--- config.mk ---
export PLATFORM = sky130hd
export DESIGN_NAME = plru_tree_walker
export DESIGN_NICKNAME = d
export VERILOG_FILES = /design/src/rtl/plru_tree_walker.sv
export SDC_FILE = /design/constraint.sdc
export NUM_CORES = 1
export LEC_CHECK = 0
export ABC_AREA = 1
export CAP_MARGIN = 10
export CELL_PAD_IN_SITES_DETAIL_PLACEMENT = 0
export CELL_PAD_IN_SITES_GLOBAL_PLACEMENT = 1
export CORE_MARGIN = 4
export CORE_UTILIZATION = 42
export DETAILED_ROUTE_END_ITERATION = 6
export GPL_ROUTABILITY_DRIVEN = 0
export PLACE_DENSITY = 0.76
export SYNTH_ARGS = -nofsm -noshare
export SYNTH_HDL_FRONTEND = slang
export SYNTH_SLANG_ARGS = --single-unit
--- constraint.sdc ---
create_clock -name clk -period 2.5 [get_ports clk]
set_clock_uncertainty 0.05 [all_clocks]
set_input_delay 0.25 -clock clk [delete_from_list [all_inputs] [get_ports clk]]
set_output_delay 0.25 -clock clk [all_outputs]
set_load 0.03 [all_outputs]
--- src/rtl/plru_tree_walker.sv ---
// Per-set tree pseudo-LRU state store with a sequential walker: touches climb
// leaf->root one level per cycle, victim queries descend root->leaf.
module plru_tree_walker #(
  parameter int s_assoc = 8,
  parameter int s_width = $clog2(s_assoc),
  parameter int s_sets  = 16,
  parameter int s_index = $clog2(s_sets)
) (
  input  logic               clk,
  input  logic               rst_n,
  input  logic               req_valid,
  output logic               req_ready,
  input  logic [1:0]         req_op,
  input  logic [s_index-1:0] req_set,
  input  logic [s_width-1:0] req_way,
  output logic               resp_valid,
  input  logic               resp_ready,
  output logic [s_width-1:0] resp_way,
  output logic               busy
);

  localparam int n_nodes = s_assoc - 1;
  // Cursor spans every tree node including leaves (up to 2*s_assoc-2).
  localparam int cw = s_width + 1;

  typedef enum logic [2:0] {IDLE, UP, DOWN, CLR_ALL, RESP} state_t;

  state_t             state_reg, state_next;
  logic [cw-1:0]      cursor_reg, cursor_next;
  logic [s_index-1:0] set_reg, set_next;
  logic [s_index-1:0] clr_cnt_reg, clr_cnt_next;
  logic [s_width-1:0] resp_way_reg, resp_way_next;
  logic [n_nodes-1:0] plru_reg [s_sets];

  logic               wr_en;
  logic [s_index-1:0] wr_idx;
  logic [n_nodes-1:0] wr_row;
  logic [n_nodes-1:0] cur_row;
  logic [n_nodes-1:0] node_sel;
  logic [n_nodes-1:0] parent_sel;
  logic [cw-1:0]      parent;
  logic [cw-1:0]      child;
  logic               cur_bit;

  assign cur_row = plru_reg[set_reg];
  assign parent  = (cursor_reg - cw'(1)) >> 1;

  // One-hot decode of the cursor and its parent onto the node bits of a set.
  genvar gi;
  generate
    for (gi = 0; gi < n_nodes; gi++) begin : g_node
      assign node_sel[gi]   = (cursor_reg == cw'(gi));
      assign parent_sel[gi] = (parent == cw'(gi));
    end
  endgenerate

  assign cur_bit = |(cur_row & node_sel);
  assign child   = {cursor_reg[cw-2:0], 1'b0} + cw'(1) + cw'(cur_bit);

  always_comb begin
    state_next    = state_reg;
    cursor_next   = cursor_reg;
    set_next      = set_reg;
    clr_cnt_next  = clr_cnt_reg;
    resp_way_next = resp_way_reg;
    wr_en         = 1'b0;
    wr_idx        = set_reg;
    wr_row        = cur_row;
    case (state_reg)
      IDLE: begin
        if (req_valid) begin
          set_next = req_set;
          case (req_op)
            2'b00: begin
              cursor_next   = cw'(req_way) + cw'(n_nodes);
              resp_way_next = req_way;
              state_next    = UP;
            end
            2'b01: begin
              cursor_next = '0;
              state_next  = DOWN;
            end
            2'b10: begin
              wr_en         = 1'b1;
              wr_idx        = req_set;
              wr_row        = '0;
              resp_way_next = '0;
              state_next    = RESP;
            end
            default: begin
              clr_cnt_next  = '0;
              resp_way_next = '0;
              state_next    = CLR_ALL;
            end
          endcase
        end
      end
      UP: begin
        // Odd cursor = left child, so the LRU side becomes the right (1).
        wr_en       = 1'b1;
        wr_row      = (cur_row & ~parent_sel) | (parent_sel & {n_nodes{cursor_reg[0]}});
        cursor_next = parent;
        if (parent == '0) state_next = RESP;
      end
      DOWN: begin
        cursor_next = child;
        if (child >= cw'(n_nodes)) begin
          resp_way_next = s_width'(child - cw'(n_nodes));
          state_next    = RESP;
        end
      end
      CLR_ALL: begin
        wr_en        = 1'b1;
        wr_idx       = clr_cnt_reg;
        wr_row       = '0;
        clr_cnt_next = clr_cnt_reg + s_index'(1);
        if (clr_cnt_reg == s_index'(s_sets - 1)) state_next = RESP;
      end
      RESP: begin
        if (resp_ready) state_next = IDLE;
      end
      default: state_next = IDLE;
    endcase
  end

  always_ff @(posedge clk or negedge rst_n) begin
    if (!rst_n) begin
      state_reg    <= IDLE;
      cursor_reg   <= '0;
      set_reg      <= '0;
      clr_cnt_reg  <= '0;
      resp_way_reg <= '0;
      for (int s = 0; s < s_sets; s++) plru_reg[s] <= '0;
    end else begin
      state_reg    <= state_next;
      cursor_reg   <= cursor_next;
      set_reg      <= set_next;
      clr_cnt_reg  <= clr_cnt_next;
      resp_way_reg <= resp_way_next;
      if (wr_en) plru_reg[wr_idx] <= wr_row;
    end
  end

  assign req_ready  = (state_reg == IDLE);
  assign busy       = (state_reg != IDLE);
  assign resp_valid = (state_reg == RESP);
  assign resp_way   = resp_way_reg;

endmodule

==> impl_metrics.ini, run 1 <==
[clocking]
clkSlewWorstSetupHoldPaths_ns = 0.06
htreeDepth = 4
cts_tree = built
cts_made_buffers = 17
cts_buffer_depth = 2
cts_sinks = 130
cts_root_buf = clkbuf_16
worstSkewPairLatency_ns = 0.42

[drt]
wl_mm = 20.63
drt-initial-drc-count = 427
via_count = 6319
top_layer = met4
remaining_drc_errors = 0
met2_length_mm = 9.401
wl_met3_um = 835
vias_per_cell = 4.995
wl_met1_mm = 9.811
final_antenna_net_count = 0
drtPass1Iterations = 5
wl_per_cell_um = 16.30

[synthesis]
netlist_area_um2 = 7400
netlist.area_leader.share_pct = 43.96
yosysUniqueCellTypes = 43
synth_area_leaders = dfrtp_1, nand2_1, inv_1
ys_top_cells_by_count = nand2_1, inv_1, dfrtp_1, nand3_1, o21ai_0
ys_seq_area_share_pct = 43.96
synth_area_leader_cell = dfrtp_1
yosysWarnings = 0
ys.flop_type = dfrtp_1
synth_area_per_cell_um2 = 7.814
synthArstFlopShare_pct = 100.0
synth_edf_count = 0
synth_most_common_cell = nand2_1
synth_seq_cells = 130
syn_nets = 972
syn_inst = 947

[sta]
hold_viol = 0
clock.fmax_mhz = 376.0
fin_crit_ns = 2.660
rsz0062_at_grt = yes
slew_headroom_pct = 58.47
min_period_over_period_pct = 106.4
finalSetupViolations = 8
worst_pin_slew_ns = 0.6192
maxSlewViolCount = 0
setup_ws_ns = -0.1599

[grt]
antenna_found_initial = 0
grt_pass1_vias = 6395
grt_max_degree = 54
grt_pass1_wl_mm = 34.28
grtUsageTotal_pct = 22.00
overflow = 0

[layout]
seqCellArea_um2 = 3254
stdcell_count = 1265
multiInputGateArea_um2 = 3398
syn2layout_area_growth_pct = 23.30
final_nets = 1056
drive_gt1_share_pct = 19.33
largest_reg_flops = 112
diodes = 0
fill_cells = 1642

[floorplanning]
die_h_um = 140.7
start_util_pct = 42.78
ios = 19
die_area_um2 = 19810
die_w_um = 140.7
rows = 48
core_area_um2 = 17300

[setup_path]
path_class = flop to flop
cp_max_fo = 8
start_kind = flop
arrival_ns = 2.92
endpoint_kind = flop
cp.required_ns = 2.76

[power]
ir_worst_vdd_mv = 0.8028
p_leak_nw = 4.351
power_w = 0.01395
power.density_nw_per_um2 = 1529

[worst_hold_path]
hold_class = input port to asynchronous set/reset pin

[placement]
placedCellCount = 1218
io_buffers = 18
dpl.hpwl_mm = 14.67

[status]
status = complete, but fails checks
violations = negative setup slack

[run]
cap_viol_max_count = 0
-- per-stage QoR --
stage	util (%)	setup TNS (ns)	area, µm²	setup WS (ns)	hold slack, ns
after CTS	52.29	-0.2906	9045	-0.07850	0.2515
after global routing	52.75	-2.875	9124	-0.3595	0.2662
after floorplan	-	0	7400	0.1792	-0.09559
final	52.75	-0.9009	9124	-0.1599	0.2440
after global placement	47.53	-1.344	8222	-0.1843	0.1249
after detailed placement	47.53	-1.987	8222	-0.2904	0.1282
-- power by group --
group          internal (W)  switching (W)  leakage, nW
sequential          0.00307       0.000359         1.47
clock               0.00152       0.000888        0.267
combinational       0.00322        0.00488         2.61
total               0.00782        0.00613         4.35
-- layout make-up --
type / count / area share [%]
multi-input cells: 619 / 37.25
flip-flops and latches: 130 / 35.67
repair buffers: 109 / 11.46
inverters: 154 / 6.418
clock buffers: 23 / 5.239
well taps: 225 / 3.086
clock inverters: 5 / 0.8777
-- layout by cell type (no fill, tap or decap), types with 5 or more instances in the layout --
cell type and n:
buf_4 73, nand3_2 13, mux2_2 6, clkdlybuf4s50_1 17, nand2_4 7, nor2_4 18, nor2_1 26, o21ai_0 80
inv_1 145, inv_2 6, clkbuf_16 17, nand2_2 6, ha_1 11, o21ai_1 48, nand3_4 5, buf_12 10
nand3_1 92, nand2_1 255, o211ai_1 9, nor3_1 5, dfrtp_1 129
-- final timing paths --
check,from,slack [ns],cells after the start,endpoint
setup / recovery,set_reg[0]$_DFFE_PN0P_,-0.16,19,resp_way[1]$_DFFE_PN0P_
hold / removal,rst_n,0.24,2,plru_reg[94]$_DFFE_PN0P_
setup reg to reg,set_reg[0]$_DFFE_PN0P_,-0.16,19,resp_way[1]$_DFFE_PN0P_
hold reg to reg,resp_way[2]$_DFFE_PN0P_,0.46,2,resp_way[2]$_DFFE_PN0P_
max in group asynchronous,rst_n,1.47,3,set_reg[0]$_DFFE_PN0P_
min in group clk,req_set[2],0.40,3,set_reg[2]$_DFFE_PN0P_
-- per-layer routing --
metal / vias up / track usage [%]
li1: 3164 / -
met3: 35 / 5.190
met2: 144 / 34.17
met1: 2976 / 30.51
met5: - / 0
met4: 0 / 7.088
-- what timing repair did --
action,4_1_cts,5_1_grt
pin swaps,12,12
setup buffers,13,4
gates cloned,1,0
hold endpoints to repair,33,0
hold buffers,1,0
gates resized for setup,34,13
setup endpoints to repair,8,45
-- cell families (layout without fill, tap and decap cells) --
logic type	after synthesis	count (layout)	synth area share, %
compound gates	161	161	12.70
mux	8	8	1.319
buf+inv	198	291	11.79
xor+xnor	4	4	0.5750
fa+ha+maj	12	12	2.029
simple gates	434	434	27.63
flops	130	130	43.96
-- critical path: stages (launching register included) --
cell and delay (ns):
dfrtp_2 0.47, buf_12 0.18, buf_12 0.12, nand2_1 0.05, nand3_1 0.07, nand3_1 0.11
nand3_2 0.11, nand2_1 0.09, nand2_1 0.07, nand2_1 0.06, nor2_2 0.16, nand2_2 0.13
ha_4 0.19, xnor2_2 0.13, o21ai_1 0.13, inv_1 0.08, nand3_4 0.13, nand2_2 0.07
nand2_1 0.09, nand2_1 0.05
Power figures use the tool's default switching activity.
==> run 2: changes to the inputs <==
clock period = 2.2 ns   (was 2.5 ns; I/O delays follow)
==> impl_metrics.ini, run 2 (same netlist as run 1, synthesis figures left out) <==
[sta]
fin_crit_ns = 2.561
setup_tns_ns = -2.738
slew_headroom_pct = 56.74
rsz0062_at_grt = yes
maxSlewViolCount = 0
clock.fmax_mhz = 390.5
min_period_over_period_pct = 116.4
finalSetupViolations = 11
worst_pin_slew_ns = 0.6450
hold_viol = 0
setup_ws_ns = -0.3607

[setup_path]
reg2regPathDepth = 20
rr_endpoint = resp_way[2]$_DFFE_PN0P_
start_kind = flop
r2r_slack_ns = -0.36
cp_max_fo = 8
critPathTopFamily = simple AND/OR/NAND/NOR gates
endpoint_kind = flop
crit_slowest_cell = dfrtp_2
path_class = flop to flop
rr_startpoint = set_reg[0]$_DFFE_PN0P_
crit_chain = clkinv_4, buf_12, buf_12, nand2_1, nand3_2, nand3_4, nand3_2, nand2_2, nand2_1, nand2_1, nor2_2, nand2_2, ha_4, xnor2_2, o21ai_1, inv_1, nand3_4, nand2_4, nand2_1, nand2_1
cp.required_ns = 2.47
crit_top_cell = nand2_1
arrival_ns = 2.83
max_stage_delay_ns = 0.46
cp.buffers_inverters = 4

[placement]
io_buffers = 18
dpl.hpwl_mm = 15.28
post-place-ws_ns = -0.4683

[floorplanning]
ios = 19
core_area_um2 = 17300
start_util_pct = 42.78
die_area_um2 = 19810
rows = 48
die_h_um = 140.7
die_w_um = 140.7

[clocking]
htreeDepth = 4
cts_made_buffers = 17
cts_sinks = 130
clkSlewWorstSetupHoldPaths_ns = 0.06
cts_buffer_depth = 2
cts_root_buf = clkbuf_16
cts_tree = built
worstSkewPairLatency_ns = 0.43

[worst_hold_path]
hold_class = input port to asynchronous set/reset pin

[layout]
diodes = 0
fill_cells = 1549
syn2layout_area_growth_pct = 36.85
final_common_cell = nand2_1
largest_reg_flops = 112
final_cell_mix = nand2_1, inv_1, dfrtp_1, buf_4, o21ai_0
final_nets = 1100
multiInputGateArea_um2 = 3802
seqCellArea_um2 = 3257
final_util_pct = 58.54
drive_gt1_share_pct = 30.79

[power]
p_int_w = 0.009662
power_w = 0.01760
power.density_nw_per_um2 = 1738
switchingPower_w = 0.007935
pwr-share-clk_pct = 14.7
ir_worst_vdd_mv = 1.024
swShare_pct = 45.09
combPwrFrac_pct = 63.1
seq_power_share_pct = 22.2
p_leak_nw = 4.785

[grt]
grt_pass1_wl_mm = 34.77
antenna_found_initial = 0
grt_max_degree = 59
grtUsageTotal_pct = 22.39
overflow = 0
grt_pass1_vias = 6480

[status]
violations = negative setup slack
status = complete, but fails checks

[drt]
wl_mm = 22.03
final_antenna_net_count = 0
via_count = 6718
vias_per_cell = 5.117
wl_per_cell_um = 16.77
remaining_drc_errors = 0
drt-initial-drc-count = 659
drtPass1Iterations = 6

[run]
cap_viol_max_count = 0
[run 2: metal layers]
metal | global-route usage, % | part of all wire, % | up-vias
met3 | 4.410 | 5.8 | 34
met1 | 31.54 | 46 | 3201
met2 | 35.58 | 47 | 215
li1 | - | - | 3268
met5 | 0 | 0 | -
met4 | 5.711 | 2.0 | 0
[run 2: how the worst max path moves through the flow]
| stage | end | slack (ns) | startpoint | depth (start not counted) |
|---|---|---|---|---|
| 2_1_floorplan | resp_way[0]$_DFFE_PN0P_ | -0.01 | set_reg[0]$_DFFE_PN0P_ | 18 |
| 3_3_place_gp | resp_way[1]$_DFFE_PN0P_ | -0.42 | set_reg[0]$_DFFE_PN0P_ | 18 |
| 3_5_place_dp | resp_way[2]$_DFFE_PN0P_ | -0.47 | set_reg[0]$_DFFE_PN0P_ | 18 |
| 4_1_cts | resp_way[2]$_DFFE_PN0P_ | -0.34 | set_reg[0]$_DFFE_PN0P_ | 20 |
| 5_1_grt | resp_way[0]$_DFFE_PN0P_ | -0.55 | set_reg[0]$_DFFE_PN0P_ | 20 |
| 6_report | resp_way[2]$_DFFE_PN0P_ | -0.36 | set_reg[0]$_DFFE_PN0P_ | 20 |
[run 2: layout make-up]
class	count	area share (%)
inverter	154	5.906
tap	225	2.780
multi-input combinational	620	37.55
timing repair buffer	152	16.26
clock buffer	19	4.473
clock inverter	13	0.8649
sequential	130	32.16
[run 2: repair_timing]
item	CTS	global route
gates resized for setup	61	110
hold buffers	1	0
gates cloned	1	4
hold endpoints to repair	54	0
pin swaps	23	22
buffers inserted	14	11
setup endpoints to repair	40	112
[run 2: power groups by stage]
stage / registers, W / clock network, W / logic (W)
floorplan: 0.00389 / 0 / 0.00504
global placement: 0.00388 / 0 / 0.00903
detailed placement: 0.00392 / 0 / 0.00906
CTS: 0.00390 / 0.00262 / 0.00995
global route: 0.00401 / 0.00274 / 0.0120
finish: 0.00391 / 0.00259 / 0.0111
[run 2: per-stage QoR]
| stage | instances | instance area, µm² | hold slack (ns) |
|---|---|---|---|
| 2_1_floorplan | 947 | 7430 | -0.1256 |
| 3_3_place_gp | 1255 | 8707 | 0.1913 |
| 3_5_place_dp | 1255 | 8707 | 0.1927 |
| 4_1_cts | 1302 | 9647 | 0.3142 |
| 5_1_grt | 1313 | 10130 | 0.3545 |
| 6_report | 1313 | 10130 | 0.2946 |
